File: config.mk
export PLATFORM = sky130hd
export DESIGN_NAME = dmem_ctrl_flat
export DESIGN_NICKNAME = d
export VERILOG_FILES = /design/src/rtl/dmem_pkg.sv /design/src/rtl/dmem_if.sv /design/src/rtl/dmem_ram.sv /design/src/rtl/dmem_ctrl.sv /design/src/flat_wrapper.sv
export SDC_FILE = /design/constraint.sdc
export NUM_CORES = 2
export LEC_CHECK = 0
export ABC_CLOCK_PERIOD_IN_PS = 6050
export CORE_MARGIN = 2
export CORE_UTILIZATION = 40
export CTS_CLUSTER_SIZE = 10
export DETAILED_ROUTE_END_ITERATION = 6
export PLACE_DENSITY = 0.59
export SLEW_MARGIN = 20
export SYNTH_ARGS = -nofsm -noshare
export SYNTH_HDL_FRONTEND = slang
export SYNTH_SLANG_ARGS = --single-unit
File: constraint.sdc
create_clock -name clk -period 6.05 [get_ports clk]
set_input_delay 0.605 -clock clk [delete_from_list [all_inputs] [get_ports clk]]
set_output_delay 0.605 -clock clk [all_outputs]
set_load 0.03 [all_outputs]
File: src/rtl/dmem_pkg.sv
// dmem_pkg -- shared types and defaults for the data-memory controller.
//   state_e     : controller FSM states (IDLE, ACCESS, RESP)
//   DEF_LATENCY : default number of ACCESS cycles per request
//   DEF_DEPTH   : default number of words in storage
//   CNT_W       : width of the access cycle counter (LATENCY up to 15)
package dmem_pkg;
  typedef enum logic [1:0] {
    IDLE   = 2'd0,
    ACCESS = 2'd1,
    RESP   = 2'd2
  } state_e;

  localparam int DEF_LATENCY = 2;
  localparam int DEF_DEPTH   = 64;
  localparam int CNT_W       = 4;
endpackage

File: src/rtl/dmem_if.sv
// dmem_if -- memory-stage <-> data-memory bus.
//   master : pipeline side; drives memRead/memWrite/address/writeData,
//            receives readData/stall/done/misalign
//   slave  : controller side (dmem_ctrl)
interface dmem_if #(parameter int N = 64);
  logic         memRead;
  logic         memWrite;
  logic [N-1:0] address;
  logic [N-1:0] writeData;
  logic [N-1:0] readData;
  logic         stall;
  logic         done;
  logic         misalign;

  modport master (output memRead, memWrite, address, writeData,
                  input  readData, stall, done, misalign);
  modport slave  (input  memRead, memWrite, address, writeData,
                  output readData, stall, done, misalign);
endinterface

File: src/rtl/dmem_ram.sv
// dmem_ram -- DEPTH x N word storage, never reset.
//   clk_i   : clock
//   we_i    : synchronous write enable
//   waddr_i : write word index
//   wdata_i : write data
//   raddr_i : asynchronous read word index
//   rdata_o : read data
module dmem_ram #(
  parameter int N     = 64,
  parameter int DEPTH = 64,
  parameter int AW    = $clog2(DEPTH)
) (
  input  logic          clk_i,
  input  logic          we_i,
  input  logic [AW-1:0] waddr_i,
  input  logic [N-1:0]  wdata_i,
  input  logic [AW-1:0] raddr_i,
  output logic [N-1:0]  rdata_o
);
  logic [N-1:0] mem [DEPTH];

  always_ff @(posedge clk_i) begin
    if (we_i) mem[waddr_i] <= wdata_i;
  end

  assign rdata_o = mem[raddr_i];
endmodule

File: src/rtl/dmem_ctrl.sv
// dmem_ctrl -- multi-cycle data-memory controller (IDLE -> ACCESS x LATENCY -> RESP).
//   clk   : clock, rising edge
//   reset : asynchronous, active-low
//   bus   : dmem_if.slave (memRead, memWrite, address, writeData in;
//           readData, stall, done, misalign out)
// Build option: define DMEM_ALIGN_CHECK_EN to reject accesses whose latched
// address[2:0] is non-zero (no store, readData 0, misalign raised with done).
// Assumes N > $clog2(DEPTH)+3 so there are ignored upper address bits.
module dmem_ctrl import dmem_pkg::*; #(
  parameter int N       = 64,
  parameter int DEPTH   = DEF_DEPTH,
  parameter int LATENCY = DEF_LATENCY
) (
  input  logic  clk,
  input  logic  reset,
  dmem_if.slave bus
);
  localparam int IW = $clog2(DEPTH);
  localparam logic [1:0] S_IDLE   = 2'(IDLE);
  localparam logic [1:0] S_ACCESS = 2'(ACCESS);
  localparam logic [1:0] S_RESP   = 2'(RESP);

  logic [1:0]       state_q, state_d;
  logic [CNT_W-1:0] cnt_q, cnt_d;
  logic [N-1:0]     addr_q, wdata_q;
  logic             wr_q;
  logic             req, accept, last_access, mis, we;
  logic [IW-1:0]    idx;
  logic [N-1:0]     rdata;

  assign req    = bus.memRead | bus.memWrite;
  assign accept = (state_q == S_IDLE) && req;

  always_comb begin
    state_d = state_q;
    cnt_d   = cnt_q;
    case (state_q)
      S_IDLE: if (req) begin
        state_d = S_ACCESS;
        cnt_d   = CNT_W'(LATENCY - 1);
      end
      S_ACCESS: if (cnt_q == '0) state_d = S_RESP;
                else             cnt_d   = cnt_q - 1'b1;
      S_RESP:  state_d = S_IDLE;
      default: state_d = S_IDLE;
    endcase
  end

  always_ff @(posedge clk or negedge reset) begin
    if (!reset) begin
      state_q <= S_IDLE;
      cnt_q   <= '0;
      addr_q  <= '0;
      wdata_q <= '0;
      wr_q    <= 1'b0;
    end else begin
      state_q <= state_d;
      cnt_q   <= cnt_d;
      if (accept) begin
        addr_q  <= bus.address;
        wdata_q <= bus.writeData;
        // read+write together is a store
        wr_q    <= bus.memWrite;
      end
    end
  end

  assign idx         = addr_q[IW+2:3];
  assign last_access = (state_q == S_ACCESS) && (cnt_q == '0);

`ifdef DMEM_ALIGN_CHECK_EN
  assign mis = (addr_q[2:0] != 3'd0);
  logic unused_addr;
  assign unused_addr = ^addr_q[N-1:IW+3];
`else
  assign mis = 1'b0;
  logic unused_addr;
  assign unused_addr = ^{addr_q[N-1:IW+3], addr_q[2:0]};
`endif

  // Commit lands on the edge leaving ACCESS; an async reset before then
  // forces IDLE so the write never happens.
  assign we = last_access & wr_q & ~mis;

  dmem_ram #(.N(N), .DEPTH(DEPTH)) u_ram (
    .clk_i   (clk),
    .we_i    (we),
    .waddr_i (idx),
    .wdata_i (wdata_q),
    .raddr_i (idx),
    .rdata_o (rdata)
  );

  assign bus.done     = (state_q == S_RESP);
  assign bus.misalign = (state_q == S_RESP) & mis;
  assign bus.readData = ((state_q == S_RESP) && !wr_q && !mis) ? rdata : '0;
  // Stall is combinational on the request so the pipeline freezes in the
  // request cycle itself; gated by reset so it stays low while in reset.
  assign bus.stall    = reset & (accept | (state_q == S_ACCESS));
endmodule

File: src/flat_wrapper.sv
// flat-port wrapper written by rule: the top's interface ports become plain ports
module dmem_ctrl_flat import dmem_pkg::*;
#(
  parameter int N       = 64,
  parameter int DEPTH   = DEF_DEPTH,
  parameter int LATENCY = DEF_LATENCY
)
  (clk, reset, bus_memRead, bus_memWrite, bus_address, bus_writeData, bus_readData, bus_stall, bus_done, bus_misalign);
  dmem_if #(.N(N)) bus_i ();
  input  logic clk;
  input  logic reset;
  input wire logic [$bits(bus_i.memRead)-1:0] bus_memRead;
  input wire logic [$bits(bus_i.memWrite)-1:0] bus_memWrite;
  input wire logic [$bits(bus_i.address)-1:0] bus_address;
  input wire logic [$bits(bus_i.writeData)-1:0] bus_writeData;
  output wire logic [$bits(bus_i.readData)-1:0] bus_readData;
  output wire logic [$bits(bus_i.stall)-1:0] bus_stall;
  output wire logic [$bits(bus_i.done)-1:0] bus_done;
  output wire logic [$bits(bus_i.misalign)-1:0] bus_misalign;
  assign bus_i.memRead = bus_memRead;
  assign bus_i.memWrite = bus_memWrite;
  assign bus_i.address = bus_address;
  assign bus_i.writeData = bus_writeData;
  assign bus_readData = bus_i.readData;
  assign bus_stall = bus_i.stall;
  assign bus_done = bus_i.done;
  assign bus_misalign = bus_i.misalign;
  dmem_ctrl #(.N(N), .DEPTH(DEPTH), .LATENCY(LATENCY)) u_core (.clk(clk), .reset(reset), .bus(bus_i));
endmodule
==> out/results.ini <==
[critical_path]
worst-setup-path-type=reg -> out
reg2reg_depth=5
crit_path_cell_trace=nor2b_4 -> buf_4 -> a221oi_1 -> nor2_1 -> o21ai_0 -> and4_1 -> a41oi_1 -> buf_4 -> buf_12
crit_required_ns=5.44
cp_slowest_cell=nor2b_4
cp.arrival_ns=5.46
path_common_cell=buf_4
crit_path_end_kind=output port
startpoint_type=register
crit_fanout=37
cpPeakStageDelay_ns=1.02

[cells_and_area]
fin_util_pct=45.8
final_cell_mix=edfxtp_1 (4096), a22oi_1 (971), clkbuf_16 (471)
layout-drive-gt1-share_pct=14.3
final_common_cell=edfxtp_1
fillCellCount=33004
syn2layout_area_growth_pct=14.1
nNetsFinal=9292

[sta]
grt_setup_unrepaired=false
clock.fmax_mhz=165
min_period_ns=6.06
finalWorstSetupSlack_ns=-0.0149
finalHoldViolations=0
drv_slew=0
worst_slew_pin_slew_ns=1.25
setup_violations=1
setup_tns_ns=-0.0149
slew_headroom_pct=16.6
skew_ns=0.0517
min_period_over_period_pct=100

[die]
start_util_pct=40.1
core-area_um2=392000
dieArea_um2=398000
ios=199
rows=230
die_width_um=631
fp.dieH_um=631

[placement]
place_congestion=0.835
dp_hpwl_mm=280
port-buffer-count=139

[synthesis]
synth-edff-count=4096
synthSimpleGateAreaFrac_pct=2.32
avgSynthCellArea_um2=17.7
synth-main-ff-cell=edfxtp_1
synth_xor_area_share_pct=0.00557
yosys_register_bits=4173
synthMuxAreaShare_pct=3.20
ys_types=72
synth_compound_area_share_pct=13.0
synth_top_family_by_area=compound AO/OA/AOI/OAI gates
syn-num-nets=9022
synth_area_um2=157000
synthAdderAreaFrac_pct=0.00796
post_synth_inst_count=8889
async_reset_ff_share_pct=1.85
yosys_warnings=0
yosysSeqAreaShare_pct=79.4

[clock_tree]
cts_tree=done
clkTransAtPathRegs_ns=0.06
max-clock-path-buffers=4
clkSinkCount=4173
cts_buffers=461
htree_levels=5
clock-root-buffer=clkbuf_16
clk-insertion-delay-late_ns=0.99

[power_and_ir_drop]
peakVddDrop_uv=633
p_leak_uw=0.0554
power.density_nw_per_um2=489

[route]
wl_per_cell_um=35.3
drc=0
ant_nets=0
drt_iter0_markers=15176
routed_wl_mm=513
first_pass_iters=6
routed_via_density=6.48
vias=94036

[run]
maxCapViolCount=0

[grt]
antenna_found_initial=25
grt_max_degree=122
grt_pass1_wl_mm=705
grt-ovfl-total=0
grt_pass1_vias=91102
grt.total_usage_pct=24.9

[hold_path]
min_path_type=in -> reg
whs_path_depth=3

[run_status]
outcome=finished with violations
violations=negative setup slack

cell type report:
class	instances	area (um2)	area share, %
diodes	3	7.51	0.00419
clock buffers	565	12100	6.77
clock inverters	31	372	0.207
inverters	6	37.5	0.0209
multi-input cells	4009	29900	16.7
flip-flops and latches	4173	125000	69.7
well taps	5220	6530	3.64
repair buffers	508	5330	2.97
logic make-up after synthesis:
logic type / after synthesis
flip-flops: 4173
AO/OA/AOI/OAI: 2731
AND/OR/NAND/NOR: 809
buffers and inverters: 707
multiplexers: 466
adder cells (fa/ha/maj): 1
other: 1
XOR/XNOR: 1
flip-flops by register name, indices dropped and copies added (netlist names):
| signal | count |
|---|---|
| u_core.u_ram.mem | 4096 |
| u_core.state_q | 2 |
| u_core.wdata_q | 64 |
| u_core.addr_q | 6 |
| u_core.wr_q | 1 |
| u_core.cnt_q | 4 |
worst max-delay path, delay by kind of cell, from the launching register on:
kind                   cells  cell delay (ns)
DFF                        1             0.97
AOI/OAI and AO/OA          3             0.72
buffers and inverters      3             1.12
and+or+nand+nor            3             1.57
power breakdown:
group / internal [uW] / total [uW] / switching (uW)
combinational: 7210 / 24800 / 17600
clock: 13900 / 24500 / 10700
sequential: 36300 / 38300 / 1990
total: 57400 / 87600 / 30300
per-stage QoR:
stage | power (uW) | instances | setup slack (ns) | hold WS, ns | cell area (um2)
2_1_floorplan | 52400 | 8889 | 1.15 | 0.309 | 157000
3_3_place_gp | 62600 | 13913 | 0.969 | 0.479 | 167000
3_5_place_dp | 63100 | 13913 | 0.971 | 0.470 | 167000
4_1_cts | 87400 | 14510 | 0.0865 | 0.0789 | 179000
5_1_grt | 90300 | 14513 | 0.0923 | 0.126 | 179000
6_report | 87600 | 14515 | -0.0149 | 0.149 | 179000
final timing paths:
path / from / end / slack, ns
max: u_core.addr_q[4]$_DFFE_PN0P_ / bus_readData[0] / -0.01
min: bus_writeData[17] / u_core.wdata_q[17]$_DFFE_PN0P_ / 0.15
max reg2reg: u_core.addr_q[3]$_DFFE_PN0P_ / u_core.u_ram.mem[29][34]$_DFFE_PP_ / 1.12
min reg2reg: u_core.wdata_q[17]$_DFFE_PN0P_ / u_core.wdata_q[17]$_DFFE_PN0P_ / 0.48
max in group asynchronous: reset / u_core.wdata_q[48]$_DFFE_PN0P_ / 4.72
min in group asynchronous: reset / u_core.wdata_q[49]$_DFFE_PN0P_ / 0.18
Yosys cell counts, types with 4 or more instances:
master | number | area [um2]
edfxtp_1 | 4096 | 123000
a22oi_1 | 971 | 7290
a221oi_1 | 435 | 3810
o22ai_1 | 413 | 2580
clkbuf_1 | 334 | 1250
nand2_1 | 334 | 1250
mux2i_1 | 277 | 2770
buf_2 | 252 | 1260
nor2_1 | 216 | 811
a21oi_1 | 183 | 916
mux2_2 | 163 | 1840
a211oi_1 | 141 | 1060
a22o_1 | 115 | 1010
nor3_1 | 100 | 500
o21ai_0 | 96 | 480
dfrtp_1 | 77 | 1930
buf_1 | 70 | 263
a31oi_1 | 62 | 388
o22a_1 | 57 | 499
a222oi_1 | 56 | 561
or4_1 | 56 | 420
o221a_2 | 53 | 597
buf_4 | 35 | 263
o221ai_1 | 34 | 298
or3_1 | 31 | 194
a221o_1 | 30 | 300
o211ai_1 | 30 | 225
o31ai_1 | 28 | 210
mux2_1 | 15 | 169
nand3_1 | 13 | 65.1
mux4_2 | 11 | 248
nor2b_1 | 10 | 62.6
buf_6 | 9 | 101
nor4_1 | 8 | 50.1
nand2b_1 | 7 | 43.8
and3_1 | 6 | 37.5
and2_1 | 5 | 31.3
o32ai_1 | 4 | 35.0
metal layers:
metal / share of wire, % / global-route usage [%] / up-vias
li1: - / - / 37677
met1: 38 / 34.2 / 48793
met2: 45 / 39.0 / 6477
met3: 12 / 5.27 / 1076
met4: 4.4 / 9.63 / 13
met5: 0.024 / 0 / -
timing repair:
item	4_1_cts	5_1_grt
endpoints found under the hold margin	26	0
hold buffers	1	0
endpoints found under the setup margin	1	0
resized for setup	1	0
setup buffers	0	0
(Power assumes the default switching activity.)
